[src/rtl/alu_serie.sv]
// alu_serie: bit-serial WIDTH-bit ALU. One full-adder/logic slice is reused
// for every bit, LSB first. Operands are latched on a start handshake, the
// result is assembled in a shift register and published only on completion.
module alu_serie #(
  parameter int WIDTH = 8,
  parameter int CW    = 6
) (
  input  logic             clk,
  input  logic             rst_n,
  input  logic             start,
  input  logic [WIDTH-1:0] a,
  input  logic [WIDTH-1:0] b,
  input  logic             l,
  input  logic             cin,
  input  logic [1:0]       s,
  output logic [WIDTH-1:0] out,
  output logic             c_out,
  output logic             ovf,
  output logic             zero,
  output logic             busy,
  output logic             done
);

  typedef enum logic {
    S_IDLE = 1'b0,
    S_RUN  = 1'b1
  } state_t;

  state_t           r_state;
  // Operand registers shift right each bit so the slice always sees bit 0.
  logic [WIDTH-1:0] r_a;
  logic [WIDTH-1:0] r_b;
  logic             r_l;
  logic [1:0]       r_s;
  logic             r_carry;
  logic [CW-1:0]    r_cnt;
  logic [WIDTH-1:0] r_shift;
  logic [WIDTH-1:0] r_out;
  logic             r_c_out;
  logic             r_ovf;
  logic             r_zero;
  logic             r_busy;
  logic             r_done;

  logic             w_x;
  logic             w_y;
  logic             w_sum;
  logic             w_cy;
  logic             w_lbit;
  logic             w_bit;
  logic             w_cnext;
  logic             w_last;
  logic [WIDTH-1:0] w_result;

  // Single bit slice: operand selection, full adder and logic unit.
  always_comb begin
    w_x    = r_a[0];
    w_y    = r_b[0];
    w_lbit = 1'b0;
    case (r_s)
      2'b00: begin
        w_x = r_a[0];
        w_y = r_b[0];
      end
      2'b01: begin
        w_x = r_a[0];
        w_y = ~r_b[0];
      end
      2'b10: begin
        w_x = r_a[0];
        w_y = 1'b0;
      end
      default: begin
        w_x = r_b[0];
        w_y = 1'b0;
      end
    endcase
    w_sum = w_x ^ w_y ^ r_carry;
    w_cy  = (w_x & w_y) | (r_carry & (w_x ^ w_y));
    case (r_s)
      2'b00:   w_lbit = r_a[0] & r_b[0];
      2'b01:   w_lbit = r_a[0] | r_b[0];
      2'b10:   w_lbit = r_a[0] ^ r_b[0];
      default: w_lbit = ~r_a[0];
    endcase
    // Logic mode never produces a carry, so c_out and ovf stay 0 there.
    w_bit    = r_l ? w_lbit : w_sum;
    w_cnext  = r_l ? 1'b0 : w_cy;
    w_last   = (r_cnt == CW'(WIDTH - 1));
    // New bit enters at the MSB; after WIDTH shifts bit 0 sits at the LSB.
    w_result = {w_bit, r_shift[WIDTH-1:1]};
  end

  // Control FSM plus datapath registers; outputs change only on completion.
  always_ff @(posedge clk or negedge rst_n) begin
    if (!rst_n) begin
      r_state <= S_IDLE;
      r_a     <= '0;
      r_b     <= '0;
      r_l     <= 1'b0;
      r_s     <= 2'b00;
      r_carry <= 1'b0;
      r_cnt   <= '0;
      r_shift <= '0;
      r_out   <= '0;
      r_c_out <= 1'b0;
      r_ovf   <= 1'b0;
      r_zero  <= 1'b1;
      r_busy  <= 1'b0;
      r_done  <= 1'b0;
    end else begin
      r_done <= 1'b0;
      case (r_state)
        S_IDLE: begin
          if (start) begin
            r_a     <= a;
            r_b     <= b;
            r_l     <= l;
            r_s     <= s;
            r_carry <= cin;
            r_cnt   <= '0;
            r_shift <= '0;
            r_busy  <= 1'b1;
            r_state <= S_RUN;
          end
        end
        S_RUN: begin
          r_a     <= r_a >> 1;
          r_b     <= r_b >> 1;
          r_shift <= w_result;
          r_carry <= w_cnext;
          r_cnt   <= r_cnt + CW'(1);
          if (w_last) begin
            r_out   <= w_result;
            r_c_out <= w_cnext;
            // Carry into the MSB is r_carry; carry out of it is w_cnext.
            r_ovf   <= r_l ? 1'b0 : (r_carry ^ w_cnext);
            r_zero  <= (w_result == '0);
            r_busy  <= 1'b0;
            r_done  <= 1'b1;
            r_state <= S_IDLE;
          end
        end
        default: begin
          r_busy  <= 1'b0;
          r_state <= S_IDLE;
        end
      endcase
    end
  end

  assign out   = r_out;
  assign c_out = r_c_out;
  assign ovf   = r_ovf;
  assign zero  = r_zero;
  assign busy  = r_busy;
  assign done  = r_done;

endmodule

[config.mk]
export PLATFORM = sky130hd
export DESIGN_NAME = alu_serie
export DESIGN_NICKNAME = d
export VERILOG_FILES = /design/src/rtl/alu_serie.sv
export SDC_FILE = /design/constraint.sdc
export NUM_CORES = 1
export LEC_CHECK = 0
export CAP_MARGIN = 20
export CORE_MARGIN = 2
export CORE_UTILIZATION = 47
export DETAILED_ROUTE_END_ITERATION = 10
export GPL_TIMING_DRIVEN = 0
export PLACE_DENSITY = 0.81
export SLEW_MARGIN = 40
export SYNTH_ARGS = -nofsm -noshare
export SYNTH_HDL_FRONTEND = slang
export SYNTH_SLANG_ARGS = --single-unit
[constraint.sdc]
create_clock -name clk -period 1.8 [get_ports clk]
set_input_delay 0.18 -clock clk [delete_from_list [all_inputs] [get_ports clk]]
set_output_delay 0.18 -clock clk [all_outputs]
set_load 0.01 [all_outputs]
# After elaboration in Yosys (flattened, before gate mapping)
# Index checks and enable logic that the tools add are counted.
# word_totals
reg_bits	48
latch_bits	0
ram_bits	0
romBits	0
in_bits	23
output_inout_bits	13
wordCells	62
mem_count	0
# classes
add_sub_neg	1
n_mul	0
div_mod_pow	0
n_lt_le_gt_ge	0
eq_ne	5
shift	0
mux	24
n_bitwise	12
n_reduce_logical	6
# ops
cell	n
8-bit one-hot mux with 2 select lines	3
8-bit 2-to-1 mux	3
6-bit one-hot mux with 2 select lines	1
1-bit 2-to-1 mux	11
8-bit zero test	1
1-bit one-hot mux with 2 select lines	4
6-bit by 1-bit adder with 6-bit output, second input constant	1
6-bit by 3-bit == test with 1-bit output, second input constant	1
6-bit 2-to-1 mux	1
2-bit AND reduction	3
1-bit bitwise XOR	4
1-bit AND	3
1-bit inverter	3
1-bit one-hot mux with 3 select lines	1
3-bit OR reduction	1
2-bit by 1-bit == test with 1-bit output, second input constant	1
2-bit == test, second input constant	1
2-bit zero test	1
2-bit by 1-bit != test with 1-bit output, second input constant	1
2-bit != test, second input constant	1
1-bit bitwise OR	2

# Logic depth before layout (Yosys ltp)
# logic_depth
depth_word	9
mapped_depth	7
depth_no_buf	7

# Worst setup path before layout
# No wires, ideal clock.
# synth_path
path_type	register to register
startpoint	reg r_s[1]
endpoint	reg r_out[7] (netlist: out[7])
t_arrival_ns	1.605
required_time_ns	1.675
slack_ns	0.071
stages_incl_launch_ff	8
path_buffers	0
synth_period_minus_slack_ns	1.729
path_cell_list	dfrtp_1 nand2_1 mux2i_1 fa_1 inv_1 o22ai_1 a31oi_1 mux2_2
# synth_between
elab_chain_len	6
elab_cells_between_ends	10
classes_between	2 x eq/ne; 4 x mux; 2 x bitwise; 2 x reduce/logical
# synth_lines
item	line	rtl
from (decl)	34	logic [1:0] r_s;
from (signal assigned)	119	r_s <= s;
2-bit == test, or another cell as far along	60, 80	
3-bit OR reduction (no source line)	n/a	
1-bit 2-to-1 mux	60	case (r_s)
1-bit bitwise XOR (2 in a row)	78	w_sum = w_x ^ w_y ^ r_carry;
1-bit 2-to-1 mux *	87	w_bit = r_l ? w_lbit : w_sum;
to (signal assigned)	134	r_out <= w_result;
to (decl)	38	logic [WIDTH-1:0] r_out;
# Mark *: on every way between the ends. The rest lies on a longest branch, timed or not.
# A chain may end at the register's enable or synchronous reset.

# Worst setup path after layout
# layout_path
startpoint	reg r_b[0]
endpoint	reg r_out[7] (netlist: out[7])
# layout_between
elab_chain_len	5
elab_cells_between_ends	10
classes_between	4 x mux; 6 x bitwise
# layout_lines
item	line	rtl
from (decl)	32	logic [WIDTH-1:0] r_b;
from (signal assigned)	129	r_b <= r_b >> 1;
1-bit inverter	67	w_y = ~r_b[0];
1-bit one-hot mux with 2 select lines	60	
1-bit bitwise XOR (2 in a row)	78	
1-bit 2-to-1 mux *	87	
# Marked as above.

==> flow_summary.ini <==
[pwr]
leakagePower_nw = 1.27
ir_worst_vdd_uv = 568
power_density_mw_per_mm2 = 1470

[floorplan]
coreArea_mm2 = 0.00438
pin_count = 36
rows = 24
die_y_um = 71.8
die_w_um = 71.8
initial_core_util = 0.493
dieArea_mm2 = 0.00516

[synthesis]
synth_edf_count = 0
ys_ff_latch = 47
yosysUniqueCellTypes = 30
synth.avg_cell_area_um2 = 10.9
netlist_area_mm2 = 0.00216
synth_fp_nets = 226
async_flop_share = 1.00
yosysWarningCount = 0
netlist_instances = 199
seq_area_frac_synth = 0.545
synth_flop_cell = dfrtp_1

[detailed_routing]
route.detailed.drc = 0
vias_per_cell = 5.23
final_antenna_net_count = 0
drtIter0Drc = 69
routedWlPerCell_um = 14.0
drt-pass1-iter-count = 4
vias = 1565
drt-met1-wl_mm = 2.04
top_layer = met4
wl_mm = 4.18
route.met3.wl_um = 147
wl_met2_mm = 1.98

[flow_run]
max_cap_violations = 0

[final_layout]
areaGrowthSynthToFinish_pct = 27.9
layout-drive-gt1-share = 0.126
layoutNonFillerInstCount = 299
nets = 273
design_area_mm2 = 0.00276
nFillCells = 356
num_antenna_cells = 0

[setup_path]
required_ns = 1.97
endpoint_kind = register
critPathArrivalTime_ns = 2.03
path_max_fanout = 3
critical_path_class = register to register
crit_path_start_kind = register

[grt]
grt_pass1_wl_mm = 7.34
antenna_found_initial = 0
grt_overflow_total = 0
grt_usage = 0.181
grt_pass1_vias = 1584
grt_max_degree = 30

[timing]
max_freq_ghz = 0.538
setup_viol = 1
whs_ns = 0.295
worst_pin_slew_ns = 0.504
min_period_ns = 1.86
tns_ns = -0.0575
hold_violations = 0
grt_setup_unrepaired = true
slew_headroom = 0.664
skew_ns = 0.00616
setup_ws_ns = -0.0575
maxSlewViolCount = 0
finalCritPeriodShare = 1.03

[place]
post-place-ws_ns = -0.222
placed_cell_area_mm2 = 0.00259
io_buffers = 35
place.gp.congestion = 0.769
dp_cells = 287
hpwl_mm = 2.88

[worst_hold_path]
hold_path.class = input port to async pin

[clock_tree]
h-tree-depth = 2
clock_path_buffers = 2
worstSkewPairLatency_ns = 0.29
cts-root-buf = clkbuf_8
cts_tree = yes
clk_pin_slew_ns = 0.08
cts_buffers = 5
cts_num_sinks = 47

[run_status]
status = finished with violations
violations = negative setup slack
[cells in the final DEF (no fill, tap or decap), types with 2 or more instances in the layout]
| master | n |
|---|---|
| clkbuf_1 | 8 |
| clkdlybuf4s50_1 | 34 |
| buf_4 | 4 |
| inv_1 | 5 |
| mux2_4 | 7 |
| clkbuf_8 | 7 |
| ha_1 | 3 |
| nand2b_1 | 12 |
| xor2_1 | 3 |
| buf_2 | 2 |
| mux2_2 | 2 |
| dfrtp_1 | 46 |
| o21ai_0 | 26 |
| nor2_1 | 7 |
| nand2_1 | 37 |
| o31ai_1 | 2 |
| nand3_1 | 2 |
| mux2i_1 | 21 |
[report_power, final]
group	internal [mW]	leakage (nW)	switching [mW]	total, mW
clock	0.351	0.0515	0.325	0.676
sequential	1.46	0.603	0.348	1.81
combinational	0.849	0.614	0.733	1.58
total	2.66	1.27	1.41	4.07
[sequential cells by signal, summed over array words and instances, names as in the netlist]
signal	flops
out	8
r_a	8
r_b	8
r_shift	7
r_cnt	6
r_s	2
busy	1
c_out	1
done	1
ovf	1
r_carry	1
r_l	1
r_state	1
zero	1
[cells by family (layout without fill, tap and decap cells)]
family                     after synthesis  in the layout  synth area share
and+or+nand+nor                         65             65             0.142
DFF                                     47             47             0.545
AOI/OAI and AO/OA                       33             33            0.0834
muxes                                   30             30             0.155
buffers and inverters                   16             64            0.0324
adders and majority gates                4              4            0.0266
xor gates and xnor gates                 4              4            0.0162
[synthesized netlist by cell type (2+ instances only)]
library cell,instances,area [um^2]
dfrtp_1,46,1150
nand3_1,2,10.0
xor2_1,3,26.3
buf_2,2,10.0
inv_1,6,22.5
nand2b_1,12,75.1
mux2i_1,21,210
o31ai_1,3,22.5
nand2_1,37,139
ha_1,3,37.5
clkbuf_1,7,26.3
o21ai_0,26,130
nor2_1,7,26.3
mux2_4,6,90.1
mux2_2,3,33.8
[final cells by class]
class                      instances  area (um^2)  area share
tap                               52         65.1      0.0235
timing repair buffer              40          400       0.145
inverter                           6         22.5     0.00815
multi-input combinational        136          951       0.344
sequential                        47         1180       0.426
buffer                            10         47.5      0.0172
clock buffer                       8          100      0.0362
[routing by layer]
layer | up-vias | track usage
li1 | 768 | -
met1 | 764 | 0.250
met2 | 31 | 0.299
met3 | 2 | 0.0352
met4 | 0 | 0.0377
met5 | - | 0
[what timing repair did]
| item | in CTS | in global routing |
|---|---|---|
| endpoints found under the setup margin | 3 | 3 |
| buffers inserted | 3 | 0 |
| pin swaps | 1 | 2 |
| hold buffers | 1 | 0 |
| hold endpoints to repair | 17 | 0 |
| gates resized for setup | 4 | 3 |
[final timing paths]
kind / cells past startpoint / slack, ns / endpoint / from
min in group clk: 3 / 0.42 / r_s[1]$_DFFE_PN0P_ / s[1]
max: 7 / -0.06 / out[7]$_DFFE_PN0P_ / r_b[0]$_DFFE_PN0P_
max reg2reg: 7 / -0.06 / out[7]$_DFFE_PN0P_ / r_b[0]$_DFFE_PN0P_
min reg2reg: 2 / 0.49 / zero$_DFFE_PN1P_ / zero$_DFFE_PN1P_
max in group asynchronous: 3 / 1.07 / r_shift[2]$_DFFE_PN0P_ / rst_n
min: 2 / 0.29 / r_s[0]$_DFFE_PN0P_ / rst_n
[stage by stage]
step	utilization	power [mW]
global placement	0.588	3.14
detailed placement	0.592	3.21
global route	0.630	4.37
finish	0.630	4.07
CTS	0.628	4.02
floorplan	-	2.65
[worst max-delay path: stages (launching register included)]
cell      delay [ns]
dfrtp_1         0.41
xor2_1          0.15
nand2b_1        0.09
fa_1            0.52
inv_2           0.04
o22ai_4         0.16
a31oi_4         0.07
mux2_4          0.29
Power figures use the tool's default switching activity.
